$ cat src/rtl/imm_ext_pkg.sv
// Shared types and constants for the immediate extender pipeline.
package imm_ext_pkg;

    typedef enum logic [1:0] {
        SEXT     = 2'b00,
        ZEXT     = 2'b01,
        SEXT_SHL = 2'b10,
        UPPER    = 2'b11
    } imm_mode_t;

    localparam int IMM_FIFO_DEPTH = 2;
    localparam int IMM_CNT_W      = $clog2(IMM_FIFO_DEPTH + 1);
    localparam int IMM_PTR_W      = $clog2(IMM_FIFO_DEPTH);

endpackage

$ cat src/rtl/imm_ext_fifo2.sv
// Generic 2-entry valid/ready buffer; storage is cleared on reset so the
// head reads as zero while empty after reset.
module imm_ext_fifo2
    import imm_ext_pkg::*;
#(
    parameter int W = 8
) (
    input  logic         clk,
    input  logic         rst,
    input  logic         in_valid,
    output logic         in_ready,
    input  logic [W-1:0] in_data,
    output logic         out_valid,
    input  logic         out_ready,
    output logic [W-1:0] out_data
);

    logic [W-1:0]         mem [IMM_FIFO_DEPTH];
    logic [IMM_PTR_W-1:0] head;
    logic [IMM_PTR_W-1:0] tail;
    logic [IMM_CNT_W-1:0] count;
    logic                 push;
    logic                 pop;

    // Gated by rst so upstream sees "not ready" for the whole reset window.
    assign in_ready  = rst && (count < IMM_CNT_W'(IMM_FIFO_DEPTH));
    assign out_valid = (count != '0);
    assign push      = in_valid && in_ready;
    assign pop       = out_valid && out_ready;
    assign out_data  = mem[head];

    always_ff @(posedge clk) begin
        if (!rst) begin
            head  <= '0;
            tail  <= '0;
            count <= '0;
            for (int i = 0; i < IMM_FIFO_DEPTH; i++) mem[i] <= '0;
        end else begin
            if (push) begin
                mem[tail] <= in_data;
                tail      <= tail + 1'b1;
            end
            if (pop) head <= head + 1'b1;
            case ({push, pop})
                2'b10:   count <= count + 1'b1;
                2'b01:   count <= count - 1'b1;
                default: count <= count;
            endcase
        end
    end

endmodule

$ cat src/rtl/imm_ext_pipe.sv
// Immediate extender (SEXT/ZEXT/SEXT_SHL/UPPER) feeding a 2-entry output buffer.
// Define IMM_EXT_OVF_EN to add the out_ovf port and its per-entry storage.
module imm_ext_pipe
    import imm_ext_pkg::*;
#(
    parameter int IN_W  = 6,
    parameter int OUT_W = 10,
    parameter int SHIFT = 2
) (
    input  logic             clk,
    input  logic             rst,
    input  logic             in_valid,
    output logic             in_ready,
    input  logic [IN_W-1:0]  in_imm,
    input  logic [1:0]       in_mode,
    output logic             out_valid,
    input  logic             out_ready,
    output logic [OUT_W-1:0] out_data
`ifdef IMM_EXT_OVF_EN
    ,
    output logic             out_ovf
`endif
);

    generate
        if (IN_W < 1 || OUT_W < IN_W) begin : g_bad_params
            $error("imm_ext_pipe: need IN_W >= 1 and OUT_W >= IN_W");
        end
    endgenerate

    imm_mode_t        mode;
    logic [OUT_W-1:0] sext;
    logic [OUT_W-1:0] shl;
    logic [OUT_W-1:0] ext;

    assign mode = imm_mode_t'(in_mode);
    assign sext = OUT_W'($signed(in_imm));

`ifdef IMM_EXT_OVF_EN
    localparam int WIDE_W = OUT_W + IN_W + SHIFT;
    localparam int ENT_W  = OUT_W + 1;

    logic [WIDE_W-1:0] shl_wide;
    logic              shl_ovf;
    logic              ext_ovf;

    // Full-precision shift; overflow means the dropped bits are not a pure
    // sign extension of the kept MSB.
    assign shl_wide = WIDE_W'($signed(in_imm)) << SHIFT;
    assign shl      = shl_wide[OUT_W-1:0];
    assign shl_ovf  = shl_wide[WIDE_W-1:OUT_W] != {(WIDE_W-OUT_W){shl_wide[OUT_W-1]}};
    assign ext_ovf  = (mode == SEXT_SHL) && shl_ovf;
`else
    localparam int ENT_W = OUT_W;

    assign shl = sext << SHIFT;
`endif

    always_comb begin
        ext = '0;
        case (mode)
            SEXT:     ext = sext;
            ZEXT:     ext = OUT_W'(in_imm);
            SEXT_SHL: ext = shl;
            UPPER:    ext = OUT_W'(in_imm) << (OUT_W - IN_W);
            default:  ext = '0;
        endcase
    end

    logic [ENT_W-1:0] fifo_in;
    logic [ENT_W-1:0] fifo_out;

`ifdef IMM_EXT_OVF_EN
    assign fifo_in             = {ext_ovf, ext};
    assign {out_ovf, out_data} = fifo_out;
`else
    assign fifo_in  = ext;
    assign out_data = fifo_out;
`endif

    imm_ext_fifo2 #(
        .W(ENT_W)
    ) u_fifo (
        .clk      (clk),
        .rst      (rst),
        .in_valid (in_valid),
        .in_ready (in_ready),
        .in_data  (fifo_in),
        .out_valid(out_valid),
        .out_ready(out_ready),
        .out_data (fifo_out)
    );

endmodule

$ cat config.mk
export PLATFORM = sky130hd
export DESIGN_NAME = imm_ext_pipe
export DESIGN_NICKNAME = d
export VERILOG_FILES = /design/src/rtl/imm_ext_pkg.sv /design/src/rtl/imm_ext_fifo2.sv /design/src/rtl/imm_ext_pipe.sv
export SDC_FILE = /design/constraint.sdc
export NUM_CORES = 1
export LEC_CHECK = 0
export BUFFER_PORTS_ARGS = -buffer_cell sky130_fd_sc_hd__buf_4
export CORE_ASPECT_RATIO = 0.5
export CORE_UTILIZATION = 40
export CTS_BUF_LIST = sky130_fd_sc_hd__clkbuf_8
export DETAILED_ROUTE_END_ITERATION = 12
export PLACE_DENSITY = 0.71
export SLEW_MARGIN = 5
export SYNTH_ARGS = -nofsm -noshare
export SYNTH_HDL_FRONTEND = slang
export SYNTH_HIERARCHICAL = 1
export SYNTH_SLANG_ARGS = --single-unit
$ cat constraint.sdc
create_clock -name clk -period 1.65 [get_ports clk]
set_input_delay 0.0825 -clock clk [delete_from_list [all_inputs] [get_ports clk]]
set_output_delay 0.0825 -clock clk [all_outputs]
set_load 0.01 [all_outputs]
==> results of run 1 <==
==> cell type report <==
cell class / instances / area, um^2 / area share, %
clock inverter: 1 / 5.00 / 0.331
inverter: 2 / 7.51 / 0.497
clock buffer: 3 / 41.3 / 2.73
sequential: 25 / 701 / 46.4
tap: 37 / 46.3 / 3.06
timing repair buffer: 27 / 203 / 13.4
multi-input combinational: 81 / 508 / 33.6
==> routing by layer <==
metal | part of all wire [%] | wire length (um)
met4 | 0.32 | 7
met3 | 4.0 | 86
met1 | 48 | 1040
met2 | 48 | 1040
met5 | 0 | 0
==> kinds of logic after synthesis <==
group,Yosys count
and+or+nand+nor,52
DFF,25
muxes,14
AOI/OAI and AO/OA,11
buffers and inverters,8
xor gates and xnor gates,3
adders and majority gates,1
==> sequential cells by signal (all words and copies together) (netlist names), named ones only <==
signal / flops
u_fifo/mem: 20
u_fifo/head: 1
u_fifo/tail: 1
u_fifo/count: 2
==> synthesized netlist by cell type <==
cell	number	area [um^2]
nand2b_4	1	13.8
or2_1	3	18.8
a21boi_1	2	15.0
buf_2	3	15.0
nor2b_1	5	31.3
inv_1	1	3.75
and2_1	2	12.5
clkbuf_1	1	3.75
a22o_1	2	17.5
ha_1	1	12.5
nand2b_1	1	6.26
nand2_1	14	52.6
dfxtp_1	5	100
a21boi_0	1	7.51
xnor2_1	3	26.3
mux2i_1	4	40.0
mux2_2	10	113
inv_2	1	3.75
nand3_1	2	10.0
a21oi_1	2	10.0
o21ai_1	1	5.00
buf_4	1	7.51
buf_6	1	11.3
o21a_2	1	8.76
nor2_1	22	82.6
edfxtp_1	20	601
o21ai_0	2	10.0
nor2b_2	1	8.76
or3_1	1	6.26
==> through the flow <==
| stage | total power [W] | hold WS [ps] | util (%) |
|---|---|---|---|
| after floorplan | 0.00125 | 204 | - |
| after global placement | 0.00150 | 359 | 52.7 |
| after detailed placement | 0.00151 | 360 | 52.7 |
| after CTS | 0.00187 | 84.0 | 54.3 |
| after global routing | 0.00195 | 81.8 | 54.3 |
| final | 0.00184 | 85.2 | 54.3 |
==> worst max-delay path, stage by stage, from the launching register on <==
cell and delay [ps]:
dfxtp_1 640, mux2_2 400, buf_4 140
==> power by group <==
group          switching [W]  leakage, nW  internal (W)
sequential         0.0000784        0.254      0.000793
combinational       0.000276        0.358      0.000338
clock               0.000190       0.0255      0.000169
total               0.000544        0.638       0.00130
==> placed cells by master (no fill, tap or decap) <==
| cell | n |
|---|---|
| nand2_1 | 14 |
| nor2b_1 | 5 |
| and2_1 | 2 |
| a21boi_0 | 1 |
| or3_1 | 1 |
| nor2_1 | 22 |
| nand3_1 | 2 |
| mux2i_1 | 4 |
| ha_1 | 1 |
| mux2_2 | 10 |
| inv_1 | 1 |
| clkbuf_8 | 3 |
| o21ai_0 | 2 |
| inv_2 | 1 |
| clkinv_2 | 1 |
| nand2b_4 | 1 |
| a21oi_1 | 2 |
| o21ai_1 | 1 |
| or2_1 | 3 |
| nand2b_1 | 1 |
| buf_4 | 27 |
| edfxtp_1 | 20 |
| a22o_1 | 2 |
| xnor2_1 | 3 |
| a21boi_1 | 2 |
| o21a_2 | 1 |
| dfxtp_1 | 5 |
| nor2b_2 | 1 |
==> worst max-delay path by stage <==
stage	endpoint	slack [ps]
floorplan	u_fifo/count[1]	130
global placement	u_fifo/count[1]	210
detailed placement	u_fifo/count[1]	150
CTS	out_data[5]	110
global route	out_data[6]	9
finish	out_data[6]	130
==> impl_metrics.csv, run 1 <==
group,metric,value,unit
outcome,status,"complete, no violations",
setup_path,reg2reg_from,"u_fifo/count[1]",
synthesis,synth_nets,127,
sta,skew,5.65,ps
setup_path,crit_type,"flip-flop to output port",
global_routing,grt_pass1_wl,3580,um
min_path,min_to,"u_fifo/count[0]",
detailed_routing,wl_per_cell,12.4,um
detailed_routing,wl,2170,um
place,placed_area,1470,um^2
die,die-area,3380,um^2
sta,timing.final.ws_setup,126,ps
sta,rsz0062_at_grt,"no",
die,coreArea,2780,um^2
setup_path,critPathLaunchType,"flip-flop",
layout,final_area,1510,um^2
cts,cts_tree,"yes",
global_routing,met2_usage,23.9,%
global_routing,grt_overflow,0,
min_path,min_path_cells,2,
synthesis,synth.avg_cell_area,11.0,um^2
synthesis,synth_compound_area_share,5.89,%
cts,clock_path_buffers,2,
place,placedCellCount,172,
cts,cts_htree_levels,1,
sta,fmax,656,MHz
setup_path,reg2reg_slack,130,ps
synthesis,syn_area,1250,um^2
global_routing,met1_usage,17.9,%
sta,slew_viol_final,0,
cts,insertion_delay,270,ps
setup_path,cp_max_fo,10,
cts,cts_root_buf,"clkbuf_8",
detailed_routing,antenna_left,0,
detailed_routing,first_pass_iters,4,
sta,period_minus_slack,1520,ps
layout,nets,153,
setup_path,endpoint_kind,"output port",
synthesis,synthAdderAreaFrac,0.998,%
place,preCtsSetupSlack,146,ps
synthesis,synth_cell_types,29,
layout,syn2layout_area_growth,20.6,%
layout,layout-drive-gt1-share,32.4,%
die,initial_core_util,45.1,%
detailed_routing,vias_per_cell,4.81,
pwr,leakagePower,0.638,nW
sta,slew_headroom,66.6,%
sta,tightest_slew,501,ps
place,place.gp.congestion,0.808,
synthesis,synth_warnings,6,
die,die_width,81.2,um
global_routing,antenna_found_initial,0,
sta,fin_tns_setup,0,ps
synthesis,yosys.area_share.simple,19.4,%
synthesis,synth_mux_area_share,12.2,%
synthesis,synthCells,114,
setup_path,timing.rr.end,"u_fifo/count[1]",
setup_path,arrival,1440,ps
detailed_routing,initialDrtViolationCount,38,
detailed_routing,drcViolationCount,0,
global_routing,grt.total_usage,14.2,%
run,drv_cap,0,
sta,finalHoldViolCount,0,
global_routing,grt_pass1_vias,809,
pwr,powerDensity,1220,nW/um^2
sta,finalCritPeriodShare,92.4,%
global_routing,top_usage_layer,"met2",
setup_path,worst_r2r_path_depth,5,
cts,cts_buffers,3,
cts,clk_pin_slew,80,ps
cts,ctsResizeCount,0,
cts,postCtsSetupRepairBufs,0,
detailed_routing,vias,846,
synthesis,seq_area_frac_synth,55.9,%
layout,diodes,0,
min_path,worstHoldStart,"rst",
die,die_h,41.6,um
global_routing,grt_max_degree,15,
synthesis,synth_xor_area_share,2.10,%
die,io_pins,24,
place,dp.final_hpwl,1520,um
die,rows,13,
min_path,hp-class,"input port to flip-flop",
cts,clock_sinks,25,
layout,stdcell_count,176,
setup_path,required,1570,ps
pwr,peakVddDrop,0.766,mV
global_routing,grt_use_met3,5.27,%
synthesis,synth_top_family_by_area,"simple AND/OR/NAND/NOR gates",
synthesis,synth_seq_cells,25,
place,portBuffers,23,
sta,setup_viol,0,
cts,cts_hold_buffers,0,
layout,fillers,251,
Power figures use the tool's default switching activity.
==> inputs of run 2 (changes only) <==
==> constraint.sdc (replaced) <==
create_clock -name clk -period 1.65 [get_ports clk]
set_input_delay 0.495 -clock clk [delete_from_list [all_inputs] [get_ports clk]]
set_output_delay 0.495 -clock clk [all_outputs]
set_load 0.01 [all_outputs]
==> impl_metrics.csv, run 2 (synthesized netlist as in run 1, its figures left out) <==
group,metric,value,unit
cts,cts_tree,"yes",
place,place.gp.congestion,0.741,
die,die_h,41.6,um
cts,clock_sinks,25,
layout,fin_util,59.8,%
run,drv_cap,0,
setup_path,cpPeakStageDelay,390,ps
setup_path,required,1150,ps
global_routing,grt.total_usage,16.1,%
sta,setup_viol,10,
global_routing,grt_pass1_wl,3970,um
detailed_routing,vias,888,
cts,clock_path_buffers,2,
detailed_routing,first_pass_iters,4,
pwr,powerDensity,1240,nW/um^2
cts,cts_root_buf,"clkbuf_8",
min_path,min_path_cells,2,
setup_path,worst_r2r_path_depth,4,
detailed_routing,wl_per_cell,13.3,um
sta,period_minus_slack,1720,ps
layout,stdcell_count,180,
die,die_width,81.2,um
cts,cts_htree_levels,1,
layout,mostFrequentLayoutCell,"nor2_1",
setup_path,slowest_stage,"dfxtp_4",
sta,slew_headroom,73.8,%
cts,insertion_delay,260,ps
detailed_routing,wl,2390,um
pwr,peakVddDrop,0.901,mV
sta,finalCritPeriodShare,104,%
detailed_routing,vias_per_cell,4.93,
setup_path,path_cells,"clkbuf_16 -> mux2_4 -> buf_6",
cts,postCtsSetupRepairBufs,0,
sta,tightest_slew,393,ps
place,portBuffers,23,
setup_path,arrival,1220,ps
sta,skew,1.83,ps
sta,timing.final.ws_setup,-69.8,ps
detailed_routing,antenna_left,0,
place,preCtsSetupSlack,10.5,ps
outcome,status,"finished, violations left",
min_path,hp-class,"flip-flop to flip-flop",
setup_path,critPathLaunchType,"flip-flop",
place,placedCellCount,175,
global_routing,antenna_found_initial,0,
cts,clk_pin_slew,80,ps
sta,fmax,581,MHz
die,io_pins,24,
layout,largest_register,"u_fifo/mem",
setup_path,endpoint_kind,"output port",
layout,nets,157,
detailed_routing,initialDrtViolationCount,23,
pwr,leakagePower,0.710,nW
setup_path,crit_type,"flip-flop to output port",
global_routing,grt_overflow,0,
pwr,power,0.00207,W
die,rows,13,
sta,rsz0062_at_grt,"yes",
die,die-area,3380,um^2
setup_path,cp_max_fo,5,
cts,cts_buffers,3,
sta,slew_viol_final,0,
outcome,violations,"negative setup slack",
layout,final_cell_mix,"nor2_1, edfxtp_1, buf_4",
global_routing,grt_max_degree,14,
place,dp.final_hpwl,1630,um
layout,syn2layout_area_growth,32.7,%
layout,largestRegisters,"u_fifo/mem: 20 flops, u_fifo/count: 2 flops",
sta,finalHoldViolCount,0,
die,initial_core_util,45.1,%
layout,layout-drive-gt1-share,35.0,%
layout,largest_reg_flops,20,
detailed_routing,drcViolationCount,0,
global_routing,grt_pass1_vias,837,
die,coreArea,2780,um^2
layout,diodes,0,
[run 2: cell types whose count changed in the layout (fill, tap and decap cells not counted), moves of 2 or more]
cell	previous run	this run
buf_4	27	18
mux2_2	10	0
buf_6	0	10
mux2_4	0	10
buf_12	0	2
[run 2: power breakdown]
part           internal, W  leakage (nW)  total (W)  switching, W
Sequential        0.000798         0.255   0.000864     0.0000659
Clock             0.000166        0.0269   0.000347      0.000181
Combinational     0.000512         0.428   0.000857      0.000346
[run 2: worst paths after layout]
| path | slack [ps] | from | end |
|---|---|---|---|
| worst min-delay path | 490 | u_fifo/tail | u_fifo/tail |
| worst max register to register | 190 | u_fifo/count[1] | u_fifo/count[1] |
| worst min register to register | 490 | u_fifo/tail | u_fifo/tail |
| worst max-delay path | -70 | flip-flop | out_data[4] |
[run 2: worst max-delay path, delay by kind of cell, from the launching register on]
kind / cells / cell delay (ps)
flip-flops: 1 / 390
multiplexers: 1 / 300
buffers and inverters: 2 / 270
[run 2: area by class of cell]
class	count	area (um^2)
inverter	2	7.51
clock buffer	3	41.3
multi-input combinational	81	548
timing repair buffer	31	313
sequential	25	704
tap	37	46.3
fill	231	1120
clock inverter	1	3.75
[run 2: through the flow]
stage	cell area, um^2	setup TNS, ps	hold WS (ps)
6_report	1660	-558	495
5_1_grt	1660	-977	528
4_1_cts	1560	-696	495
3_5_place_dp	1520	0	481
3_3_place_gp	1520	0	471
2_1_floorplan	1260	0	461
[run 2: metal layers]
layer / wire [um] / track usage (%) / part of all wire, % / up-vias
li1: - / - / - / 448
met2: 1190 / 28.4 / 50 / 17
met5: 0 / 0 / 0 / -
met1: 1100 / 19.0 / 46 / 421
met3: 85 / 5.27 / 3.6 / 2
met4: 7 / 3.21 / 0.29 / 0
[run 2: repair_timing]
action | 4_1_cts | 5_1_grt
resized for setup | 1 | 21
endpoints found under the setup margin | 10 | 10
hold buffers | 0 | 0
cloned | 0 | 1
